**config.mk**
```make
export PLATFORM = sky130hd
export DESIGN_NAME = joystick_event_ctrl
export DESIGN_NICKNAME = d
export VERILOG_FILES = /design/src/rtl/joystick_pkg.sv /design/src/rtl/joystick_debounce.sv /design/src/rtl/joystick_event_ctrl.sv
export SDC_FILE = /design/constraint.sdc
export NUM_CORES = 1
export LEC_CHECK = 0
export BUFFER_PORTS_ARGS = -buffer_cell sky130_fd_sc_hd__buf_4
export CELL_PAD_IN_SITES_DETAIL_PLACEMENT = 1
export CELL_PAD_IN_SITES_GLOBAL_PLACEMENT = 1
export CORE_ASPECT_RATIO = 1.4
export CORE_MARGIN = 2
export CORE_UTILIZATION = 25
export CTS_CLUSTER_SIZE = 30
export DETAILED_ROUTE_END_ITERATION = 12
export PLACE_DENSITY_LB_ADDON = 0.1
export SLEW_MARGIN = 15
export SYNTH_ARGS = -nofsm -noshare
export SYNTH_HDL_FRONTEND = slang
export SYNTH_SLANG_ARGS = --single-unit
```
**constraint.sdc**
```tcl
create_clock -name clk -period 4.3 [get_ports clk]
set_clock_uncertainty 0.2 [all_clocks]
set_input_delay 0.215 -clock clk [delete_from_list [all_inputs] [get_ports clk]]
set_output_delay 0.215 -clock clk [all_outputs]
set_load 0.1 [all_outputs]
```
**src/rtl/joystick_pkg.sv**
```systemverilog
// Shared definitions for the joystick event controller: register addresses,
// read-word field positions and the event record stored in the FIFO.
package joystick_pkg;

  localparam logic [1:0] ADDR_STATE = 2'd0;
  localparam logic [1:0] ADDR_EDGE  = 2'd1;
  localparam logic [1:0] ADDR_MASK  = 2'd2;
  localparam logic [1:0] ADDR_EVENT = 2'd3;

  // Event read word layout (addr 3)
  localparam int RD_VALID_BIT = 31;
  localparam int RD_OVF_BIT   = 30;
  localparam int RD_CNT_LSB   = 16;
  localparam int RD_CNT_W     = 5;
  localparam int EVT_W        = 4;
  localparam int EVT_DIR_BIT  = 3;
  localparam int EVT_IDX_LSB  = 0;

  // Control bits
  localparam int MASK_FIFO_EN_BIT = 8;
  localparam int FLUSH_BIT        = 0;

  // One FIFO entry: dir = 1 for press, idx = line number
  typedef struct packed {
    logic       dir;
    logic [2:0] idx;
  } evt_t;

  // Index of the lowest set bit (0 when none are set)
  function automatic logic [2:0] lowest_set(input logic [7:0] v);
    logic [2:0] r;
    r = 3'd0;
    for (int i = 7; i >= 0; i--) begin
      if (v[i]) r = 3'(i);
    end
    return r;
  endfunction

endpackage

```
**src/rtl/joystick_debounce.sv**
```systemverilog
// One joystick line: polarity fix, 2-FF synchroniser, stability counter and
// debounced level. change_o pulses for one cycle in the cycle whose clock
// edge updates stable_o, so the parent can latch events on the same edge.
module joystick_debounce
  import joystick_pkg::*;
#(
  parameter int DEBOUNCE_CYCLES = 50000,
  parameter bit ACTIVE_LOW      = 1'b1
) (
  input  logic clk_i,
  input  logic rst_ni,
  input  logic raw_i,
  output logic stable_o,
  output logic change_o
);

  localparam int CW = $clog2(DEBOUNCE_CYCLES);
  localparam logic [CW-1:0] CNT_LAST = CW'(DEBOUNCE_CYCLES - 1);

  logic          level;
  logic          sync1_q, sync2_q;
  logic          stable_q, stable_d;
  logic [CW-1:0] cnt_q, cnt_d;

  // Internal level is always 1 = pressed
  assign level = raw_i ^ ACTIVE_LOW;

  // Bring the asynchronous line into the clk domain
  always_ff @(posedge clk_i or negedge rst_ni) begin
    if (!rst_ni) begin
      sync1_q <= 1'b0;
      sync2_q <= 1'b0;
    end else begin
      sync1_q <= level;
      sync2_q <= sync1_q;
    end
  end

  // Count consecutive differing cycles; accept the new level on the last one
  always_comb begin
    stable_d = stable_q;
    cnt_d    = '0;
    change_o = 1'b0;
    if (sync2_q != stable_q) begin
      if (cnt_q == CNT_LAST) begin
        stable_d = sync2_q;
        change_o = 1'b1;
      end else begin
        cnt_d = cnt_q + CW'(1);
      end
    end
  end

  // Debounce state registers
  always_ff @(posedge clk_i or negedge rst_ni) begin
    if (!rst_ni) begin
      stable_q <= 1'b0;
      cnt_q    <= '0;
    end else begin
      stable_q <= stable_d;
      cnt_q    <= cnt_d;
    end
  end

  assign stable_o = stable_q;

endmodule

```
**src/rtl/joystick_event_ctrl.sv**
```systemverilog
// Avalon-MM joystick controller: eight debounced lines, press edge capture
// with write-1-to-clear, interrupt mask, and an event FIFO fed by a
// lowest-index-first scheduler. readdata and irq are registered.
// Bus handshake: a write happens on every clock with chipselect && !write_n;
// a read strobe (chipselect && !read_n) only matters at addr 3, where it pops
// the head entry; readdata tracks the address mux every cycle, one cycle late.
module joystick_event_ctrl
  import joystick_pkg::*;
#(
  parameter int DEBOUNCE_CYCLES = 50000,
  parameter int FIFO_DEPTH      = 8,
  parameter int ACTIVE_LOW      = 1
) (
  input  logic        clk,
  input  logic        reset_n,
  input  logic [1:0]  address,
  input  logic        chipselect,
  input  logic        read_n,
  input  logic        write_n,
  input  logic [31:0] writedata,
  input  logic [7:0]  in_port,
  output logic [31:0] readdata,
  output logic        irq
);

  localparam int PW   = $clog2(FIFO_DEPTH);
  localparam int CNTW = PW + 1;

  logic [7:0] stable, change;

  for (genvar g = 0; g < 8; g++) begin : g_line
    joystick_debounce #(
      .DEBOUNCE_CYCLES (DEBOUNCE_CYCLES),
      .ACTIVE_LOW      (ACTIVE_LOW != 0)
    ) u_debounce (
      .clk_i    (clk),
      .rst_ni   (reset_n),
      .raw_i    (in_port[g]),
      .stable_o (stable[g]),
      .change_o (change[g])
    );
  end

  logic            wr_en, rd_en;
  logic [7:0]      edge_cap_q, edge_cap_d, edge_clr;
  logic [7:0]      irq_mask_q, irq_mask_d;
  logic            fifo_irq_en_q, fifo_irq_en_d;
  logic [7:0]      pending_q, pending_d;
  logic            overflow_q, overflow_d;
  logic [PW-1:0]   wr_ptr_q, wr_ptr_d, rd_ptr_q, rd_ptr_d;
  logic [CNTW-1:0] cnt_q, cnt_d;
  evt_t            mem_q [FIFO_DEPTH];
  logic            fifo_empty, fifo_full;
  logic            push_req, push, pop, flush;
  logic [2:0]      grant_idx;
  logic [7:0]      grant_mask;
  evt_t            push_evt, head;
  logic [31:0]     rd_mux;
  logic            irq_d;
  logic            unused_wdata;

  assign unused_wdata = ^writedata[31:9];

  assign wr_en = chipselect & ~write_n;
  assign rd_en = chipselect & ~read_n;

  assign fifo_empty = (cnt_q == '0);
  assign fifo_full  = (cnt_q == CNTW'(FIFO_DEPTH));

  // Scheduler: grant the lowest pending line; event carries its current level
  assign grant_idx  = lowest_set(pending_q);
  assign grant_mask = pending_q & (~pending_q + 8'd1);
  assign push_req   = |pending_q;
  assign flush      = wr_en && (address == ADDR_EVENT) && writedata[FLUSH_BIT];
  assign pop        = rd_en && (address == ADDR_EVENT) && !fifo_empty;
  assign push       = push_req && (!fifo_full || pop);
  assign head       = mem_q[rd_ptr_q];

  // Event record and pending/edge/mask next state
  always_comb begin
    push_evt.dir = stable[grant_idx];
    push_evt.idx = grant_idx;
    // A granted line clears; a fresh change on the same edge re-arms it
    pending_d = (pending_q & ~grant_mask) | change;
    edge_clr  = (wr_en && (address == ADDR_EDGE)) ? writedata[7:0] : 8'h00;
    // Press detection wins over a simultaneous clear
    edge_cap_d    = (edge_cap_q & ~edge_clr) | (change & ~stable);
    irq_mask_d    = irq_mask_q;
    fifo_irq_en_d = fifo_irq_en_q;
    if (wr_en && (address == ADDR_MASK)) begin
      irq_mask_d    = writedata[7:0];
      fifo_irq_en_d = writedata[MASK_FIFO_EN_BIT];
    end
  end

  // FIFO pointer, count and overflow next state; flush overrides everything
  always_comb begin
    wr_ptr_d   = wr_ptr_q;
    rd_ptr_d   = rd_ptr_q;
    cnt_d      = cnt_q;
    overflow_d = overflow_q;
    if (flush) begin
      wr_ptr_d   = '0;
      rd_ptr_d   = '0;
      cnt_d      = '0;
      overflow_d = 1'b0;
    end else begin
      if (push) wr_ptr_d = wr_ptr_q + PW'(1);
      if (pop)  rd_ptr_d = rd_ptr_q + PW'(1);
      case ({push, pop})
        2'b10:   cnt_d = cnt_q + CNTW'(1);
        2'b01:   cnt_d = cnt_q - CNTW'(1);
        default: cnt_d = cnt_q;
      endcase
      if (push_req && !push) overflow_d = 1'b1;
    end
  end

  // Read mux; event fields are only shown while the FIFO holds an entry
  always_comb begin
    rd_mux = '0;
    case (address)
      ADDR_STATE: rd_mux[7:0] = stable;
      ADDR_EDGE:  rd_mux[7:0] = edge_cap_q;
      ADDR_MASK:  rd_mux[8:0] = {fifo_irq_en_q, irq_mask_q};
      default: begin
        rd_mux[RD_VALID_BIT]              = !fifo_empty;
        rd_mux[RD_OVF_BIT]                = overflow_q;
        rd_mux[RD_CNT_LSB +: RD_CNT_W]    = RD_CNT_W'(cnt_q);
        if (!fifo_empty) rd_mux[EVT_W-1:0] = head;
      end
    endcase
  end

  assign irq_d = (|(edge_cap_q & irq_mask_q)) | (fifo_irq_en_q & ~fifo_empty);

  // FIFO storage; contents are don't-care until written
  always_ff @(posedge clk) begin
    if (push && !flush) mem_q[wr_ptr_q] <= push_evt;
  end

  // Control and status registers
  always_ff @(posedge clk or negedge reset_n) begin
    if (!reset_n) begin
      edge_cap_q    <= '0;
      irq_mask_q    <= '0;
      fifo_irq_en_q <= 1'b0;
      pending_q     <= '0;
      overflow_q    <= 1'b0;
      wr_ptr_q      <= '0;
      rd_ptr_q      <= '0;
      cnt_q         <= '0;
      readdata      <= '0;
      irq           <= 1'b0;
    end else begin
      edge_cap_q    <= edge_cap_d;
      irq_mask_q    <= irq_mask_d;
      fifo_irq_en_q <= fifo_irq_en_d;
      pending_q     <= pending_d;
      overflow_q    <= overflow_d;
      wr_ptr_q      <= wr_ptr_d;
      rd_ptr_q      <= rd_ptr_d;
      cnt_q         <= cnt_d;
      readdata      <= rd_mux;
      irq           <= irq_d;
    end
  end

endmodule

```
# Word-level counts from Yosys, hierarchy flattened

Memory sizes are Yosys's and may differ from the RTL's.
Cells that the tools add are included.

Flip-flop bits (word level): 205
Bits in writable memories: 32
Output and inout bits: 33
Word-level logic and storage cells: 195
Memories: 1

Add/subtract/negate cells: 13
$lt $le $gt $ge: 1
Equality and inequality tests: 22
Muxes and demuxes: 59
Bitwise gates (word level): 26
Reductions and logical operators: 31

Memories:

| name  | depth | width | read ports | clocked after Yosys merged registers in | wr ports | RTL line                  | source |
|---|---|---|---|---|---|---|---|
| mem_q | 8     | 4     | 1          | 0                                       | 1        | joystick_event_ctrl.sv:52 | `evt_t mem_q [FIFO_DEPTH];` |

Operator list:

| kind                                                                  | count |
|---|---|
| 16-bit two-way mux                                                    | 16 |
| 16-bit by 1-bit adder with 16-bit output, second input constant       | 8 |
| 16-bit equality test, second input constant                           | 8 |
| 8-bit bitwise AND                                                     | 5 |
| 3-bit two-way mux                                                     | 12 |
| 8-bit inverter                                                        | 4 |
| 4-bit one-hot mux with 3 select lines                                 | 2 |
| 1-bit two-way mux                                                     | 22 |
| 8-bit OR                                                              | 2 |
| 2-bit AND reduction                                                   | 8 |
| 8-bit OR reduction                                                    | 2 |
| 4-bit two-way mux                                                     | 3 |
| 1-bit inverter                                                        | 11 |
| 1-bit logical AND                                                     | 9 |
| 8-bit by 1-bit adder with 8-bit output, second input constant         | 1 |
| 8-bit two-way mux                                                     | 1 |
| 1-bit inequality test                                                 | 8 |
| 4-bit one-hot mux with 2 select lines                                 | 1 |
| 3-bit by 1-bit adder with 3-bit output, second input constant         | 2 |
| 2-bit equality test, second input constant                            | 3 |
| 2-bit nonzero test                                                    | 3 |
| 4-bit by 1-bit adder with 4-bit output, second input constant         | 1 |
| 2-bit by 1-bit equality test with 1-bit output, second input constant | 2 |
| 4-bit equality test, second input constant                            | 1 |
| other kinds (12)                                                      | 17 |

# Logic depth before layout (Yosys ltp)

Word-level depth: 10
Mapped depth: 11
Gate-level depth less buffers: 10

# Cells and area by module

From an unflattened synthesis, not the netlist that was laid out.

Cells, all modules: 1045
Area total of the unflattened synthesis: 11492.3 sq um

By module, submodules not included:

| module              | instances | cells each | area each (sq um) | sequential area each (sq um) |
|---|---|---|---|---|
| joystick_debounce   | 8         | 90         | 937.1             | 475.5 |
| joystick_event_ctrl | 1         | 325        | 3995.1            | 2262.2 |

# Least setup slack after synthesis

Ideal clock, no wire load.

Kind: flip-flop to flip-flop
From: reg pending_q[1]
To: reg cnt_q[3]
Library setup time: 94 ps
Arrival time: 2252 ps
Required time: 4006 ps
Path slack: 1754 ps
Cell stages (with the launch flop): 12
Period minus slack after synthesis: 2546 ps
Path through: dfrtp_1 > buf_6 > nor4_2 > and3_1 > nand2_2 > inv_2 > ha_1 > a21o_1 > a21oi_1 > nor2_1 > a22o_1 > a211oi_1

Longest elaborated chain between the ends: 5
Elaborated cells on any way between the ends: 7
Those cells by class: 2 x eq/ne; 2 x mux; 3 x reduce/logical

Ends and longest elaborated chain:

| element                                                                               | RTL line                   | source |
|---|---|---|
| from (decl)                                                                           | joystick_event_ctrl.sv:48  | `logic [7:0] pending_q, pending_d;` |
| from (signal assigned)                                                                | joystick_event_ctrl.sv:159 | `pending_q <= pending_d;` |
| 8-bit OR reduction (*)                                                                | joystick_event_ctrl.sv:73  | `assign push_req = \|pending_q;` |
| 1-bit logical AND (*)                                                                 | joystick_event_ctrl.sv:76  | `assign push = push_req && (!fifo_full \|\| pop);` |
| 2-bit by 1-bit equality test with 1-bit output or 2-bit equality test (tied branches) | joystick_event_ctrl.sv:110 | `case ({push, pop})` |
| 4-bit one-hot mux with 2 select lines                                                 | joystick_event_ctrl.sv:110 |  |
| 4-bit two-way mux                                                                     | joystick_event_ctrl.sv:102 | `if (flush) begin` |
| to (signal assigned)                                                                  | joystick_event_ctrl.sv:163 | `cnt_q <= cnt_d;` |
| to (decl)                                                                             | joystick_event_ctrl.sv:51  | `logic [CNTW-1:0] cnt_q, cnt_d;` |

Mark *: on every way between the ends. The rest lies on a longest branch, timed or not.
A chain may end at the register's enable or synchronous reset.

# Final worst setup path

Same ends and word-level chain as after synthesis.

==> summary by stage <==
Timing
The count of endpoints failing hold in the final timing report is 0. The time the final worst path needs with I/O delays and setup is 2.98 ns. After layout, the worst path uses 69.2% of the clock period. The worst slew margin relative to its limit is 37.9%. Derived from the worst setup path, the maximum achievable clock frequency is 336 MHz. At the pin with the least slew margin, the transition time is 0.929 ns. Adding up every negative setup slack in the final design gives 0 ns. Setup violations remaining at the end of the flow were counted as 0. Setup repair after global routing left no endpoint under its margin. Across all setup checks in the final design, the least slack found is 1.32 ns. The final-report max-slew violation count is 0.

Critical path
The critical path arrival is 3.23 ns. Walking the worst path, the cells encountered are nor4_2 -> and3_1 -> nand2_2 -> inv_2 -> ha_1 -> a21o_1 -> a21oi_1 -> nor2_1 -> a22o_1 -> a211oi_1. The largest fanout on the critical path is 9. The number of cells on the worst reg-to-reg path is 10. The largest single stage delay on the critical path is 0.48 ns.

The worst setup path is captured at a flip-flop. The type of the worst setup path is flip-flop to flip-flop. The cell with the biggest individual delay on the critical path is sky130_fd_sc_hd__dfrtp_1. The setup slack of the worst register-to-register path is 1.32 ns. The category of the worst setup path launch point is a flip-flop. Data on the critical path is required at its endpoint by 4.55 ns.

Power
The switching power of the nets is 1.28 mW. For this design the ratio of total power to cell area is 408 nW/um2. The logic gate share of total power is 7.4%. Of the total power, registers draw 45.5%.

Summed over all cells, the static leakage comes to 5.57 nW. The switching part of the total is 24.5%. The maximum ir drop on the vdd rail is 279 uV. The total internal power is 3.94 mW. The clock network accounts for 47.1% of the total power.

Yosys
After technology mapping, the gate count stands at 980. The post-synthesis instance area is 10800 um2. Sequential elements use 55.9% of the synthesized area.

After synthesis, the netlist uses 65 different library cells. The yosys synthesis warning count is 0. Among all flip-flop cells after synthesis, the most frequent one is sky130_fd_sc_hd__dfrtp_1. The number of storage elements in the synthesis netlist is 236. Yosys mapped a number of flops with a built-in enable equal to 32.

A synthesized cell averages 11.1 um2. The fraction of registers with async set/reset is 86.4%.

Cells and area
The area growth from synthesis to layout is 18.0%. In the final layout, the share of cells above drive strength 1 is 12.4%. The area used by multi-input combinational logic is 4440 um2. The number of antenna diodes is 0.

The final net count is 1108. The count of cells in the finished layout, fillers not included, comes to 1620. The combined flip-flop and latch cell area is 6070 um2. Cells fill 29.8% of the core in the end.

The filler cells instantiated in the layout total 4773.

Placed design
The last weighted congestion value of the routability-driven placer is 0.692. Prior to clock tree synthesis, the placed netlist has a worst setup slack of 1.31 ns. Counting tap cells, the placed design contains a total of 1550 instances. Once detailed placement completed, the half-perimeter wirelength came to 17.6 mm. The count of input and output buffers is 39.

CTS
Clock tree synthesis inserted a total of 27 buffers. The source-to-sink clock delay at the later pin of the worst-skew pair is 0.55 ns. The deepest clock path buffer count is 3. The number of resized instances in the post-cts repair step is 0.

CTS placed an instance of sky130_fd_sc_hd__clkbuf_16 at the clock tree root. The post-CTS setup buffer count is 0. The CTS clock-pin slew for the worst setup and hold paths is 0.06 ns.

The number of levels in the clock H-tree is 1. Clock tree synthesis found a total of 236 sinks. The number of hold buffers added after CTS was 21. The clock tree from TritonCTS is built.

Floorplanning
Once the floorplan was initialized, standard cells occupied 25.2% of the core. The count of standard-cell rows is 90. The placeable core region is 43000 um2. The horizontal die dimension is 180 um.

The area enclosed by the die boundary is 45100 um2. For this design the top-level I/O count stands at 80. In this run the vertical extent of the chip is 250 um.

Route
The post-route antenna net violation count is 0. The first TritonRoute pass finished after 4 iterations. The violation count after the first detailed-route iteration is 167. The routed via count divided by cell count is 4.41.

In the routed design, unresolved DRC markers number 0. The post-detailed-route wirelength per cell is 15.8 um. The final layout contains routed wiring with a total length of 25.5 mm. The routed layout has 7137 vias.

Worst hold path
In this run the worst hold path is classified as primary input to asynchronous set/reset pin.

Global routing
In the global route stage, overall resource usage came out at 11.6%. The number of global-route vias before repair was 7858. Summed over all layers, the global routing overflow is 0. Entering global routing, the biggest net connects 100 pins. The wire length of the first global-routing pass is 42.7 mm. The initial antenna violation count is 0.

Run status
The run finished with clean final reports.

Job
Across the run, the number of max-cap violations was 0.
## stage by stage
stage          hold slack (ns)  instance area, um2  total power, mW
4_1_cts                 0.0235               12800             5.35
6_report                0.0295               12800             5.22
3_5_place_dp             0.121               11600             2.80
3_3_place_gp             0.118               11600             2.79
2_1_floorplan           -0.281               10900             2.68
5_1_grt                 0.0474               12800             5.46
## power by group through the flow
stage          Combinational [mW]  Clock, mW  Sequential, mW
3_5_place_dp                0.379          0            2.42
6_report                    0.384       2.46            2.38
4_1_cts                     0.395       2.57            2.38
5_1_grt                     0.422       2.65            2.39
3_3_place_gp                0.376          0            2.42
2_1_floorplan               0.185          0            2.49
## cell usage after synthesis, drive strengths merged (3+ instances only)
cell type | instances | area [um2]
dfrtp | 204 | 5100
nor2 | 163 | 627
xor2 | 77 | 674
nand2 | 73 | 277
nand3 | 55 | 275
xnor2 | 46 | 403
edfxtp | 32 | 961
buf | 31 | 243
inv | 28 | 105
nand4 | 27 | 169
nor3 | 27 | 140
o21ai | 25 | 133
and3 | 20 | 125
nor4 | 15 | 113
mux2 | 14 | 158
mux2i | 14 | 140
nand2b | 14 | 87.6
and4 | 13 | 114
ha | 12 | 150
clkbuf | 11 | 55.1
or3 | 9 | 61.3
mux4 | 8 | 180
nor2b | 7 | 43.8
a21oi | 6 | 41.3
a22o | 5 | 46.3
a21boi | 4 | 30.0
o221ai | 4 | 35.0
a32o | 3 | 30.0
and2 | 3 | 18.8
nor3b | 3 | 22.5
## state kept, by name, indices dropped and copies added (netlist names)
register and count:
cnt_q 4, pending_q 8, wr_ptr_q 3, mem_q 32
edge_cap_q 8, rd_ptr_q 3, irq_mask_q 8, g_line.u_debounce.stable_o 8
fifo_irq_en_q 1, readdata 15, overflow_q 1, g_line.u_debounce.sync1_q 8
g_line.u_debounce.cnt_q 128, g_line.u_debounce.sync2_q 8, irq 1
## worst max-delay path: cells and delay by family (launching register included)
family / cells / cell delay (ns)
AND/OR/NAND/NOR: 4 / 0.95
buffers and inverters: 1 / 0.16
flip-flops: 1 / 0.48
adder cells (fa/ha/maj): 1 / 0.25
AO/OA/AOI/OAI: 4 / 0.83
## area by class of cell
cell class	count	area share (%)
sequential	236	47.4
inverter	28	0.821
clock inverter	14	1.52
clock buffer	35	5.83
timing repair buffer	65	4.38
multi-input combinational	690	34.7
tap	552	5.40
## cell families after synthesis
logic type	share of synthesized area, %
adders and majority gates	1.57
muxes	4.41
and+or+nand+nor	19.9
DFF	55.9
other	0.0346
buffers and inverters	3.71
AOI/OAI and AO/OA	4.48
xor gates and xnor gates	9.93
## path summary, 6_finish.rpt
path	endpoint	start
max	cnt_q[3]	pending_q[1]
min	g_line[4].u_debounce.cnt_q[4]	reset_n
max reg2reg	cnt_q[3]	pending_q[1]
min reg2reg	g_line[6].u_debounce.sync2_q	g_line[6].u_debounce.sync1_q
max in group asynchronous	g_line[0].u_debounce.cnt_q[1]	reset_n
min in group clk	rd_ptr_q[0]	read_n
## metal layers
| layer | share of wire (%) | wire length [um] | global-route usage (%) | vias up |
|---|---|---|---|---|
| met2 | 52 | 13200 | 21.3 | 74 |
| met4 | 2.2 | 563 | 3.87 | 0 |
| met5 | 0 | 0 | 0 | - |
| met1 | 43 | 11100 | 14.0 | 3568 |
| li1 | - | - | - | 3463 |
| met3 | 2.8 | 723 | 1.41 | 32 |
## cells in the final DEF (no fill, tap or decap), drive strengths merged, types with 17 or more instances in the layout
master | synthesis | layout
nand2 | 73 | 73
xnor2 | 46 | 46
buf | 31 | 44
conb | 1 | 17
and3 | 20 | 20
nor2 | 163 | 163
dlygate4sd3 | 0 | 21
edfxtp | 32 | 32
o21ai | 25 | 25
nor3 | 27 | 27
xor2 | 77 | 77
inv | 28 | 29
nand4 | 27 | 27
clkbuf | 11 | 35
nand3 | 55 | 55
dfrtp | 204 | 204
Note: power is estimated with default switching activity, not from simulation.
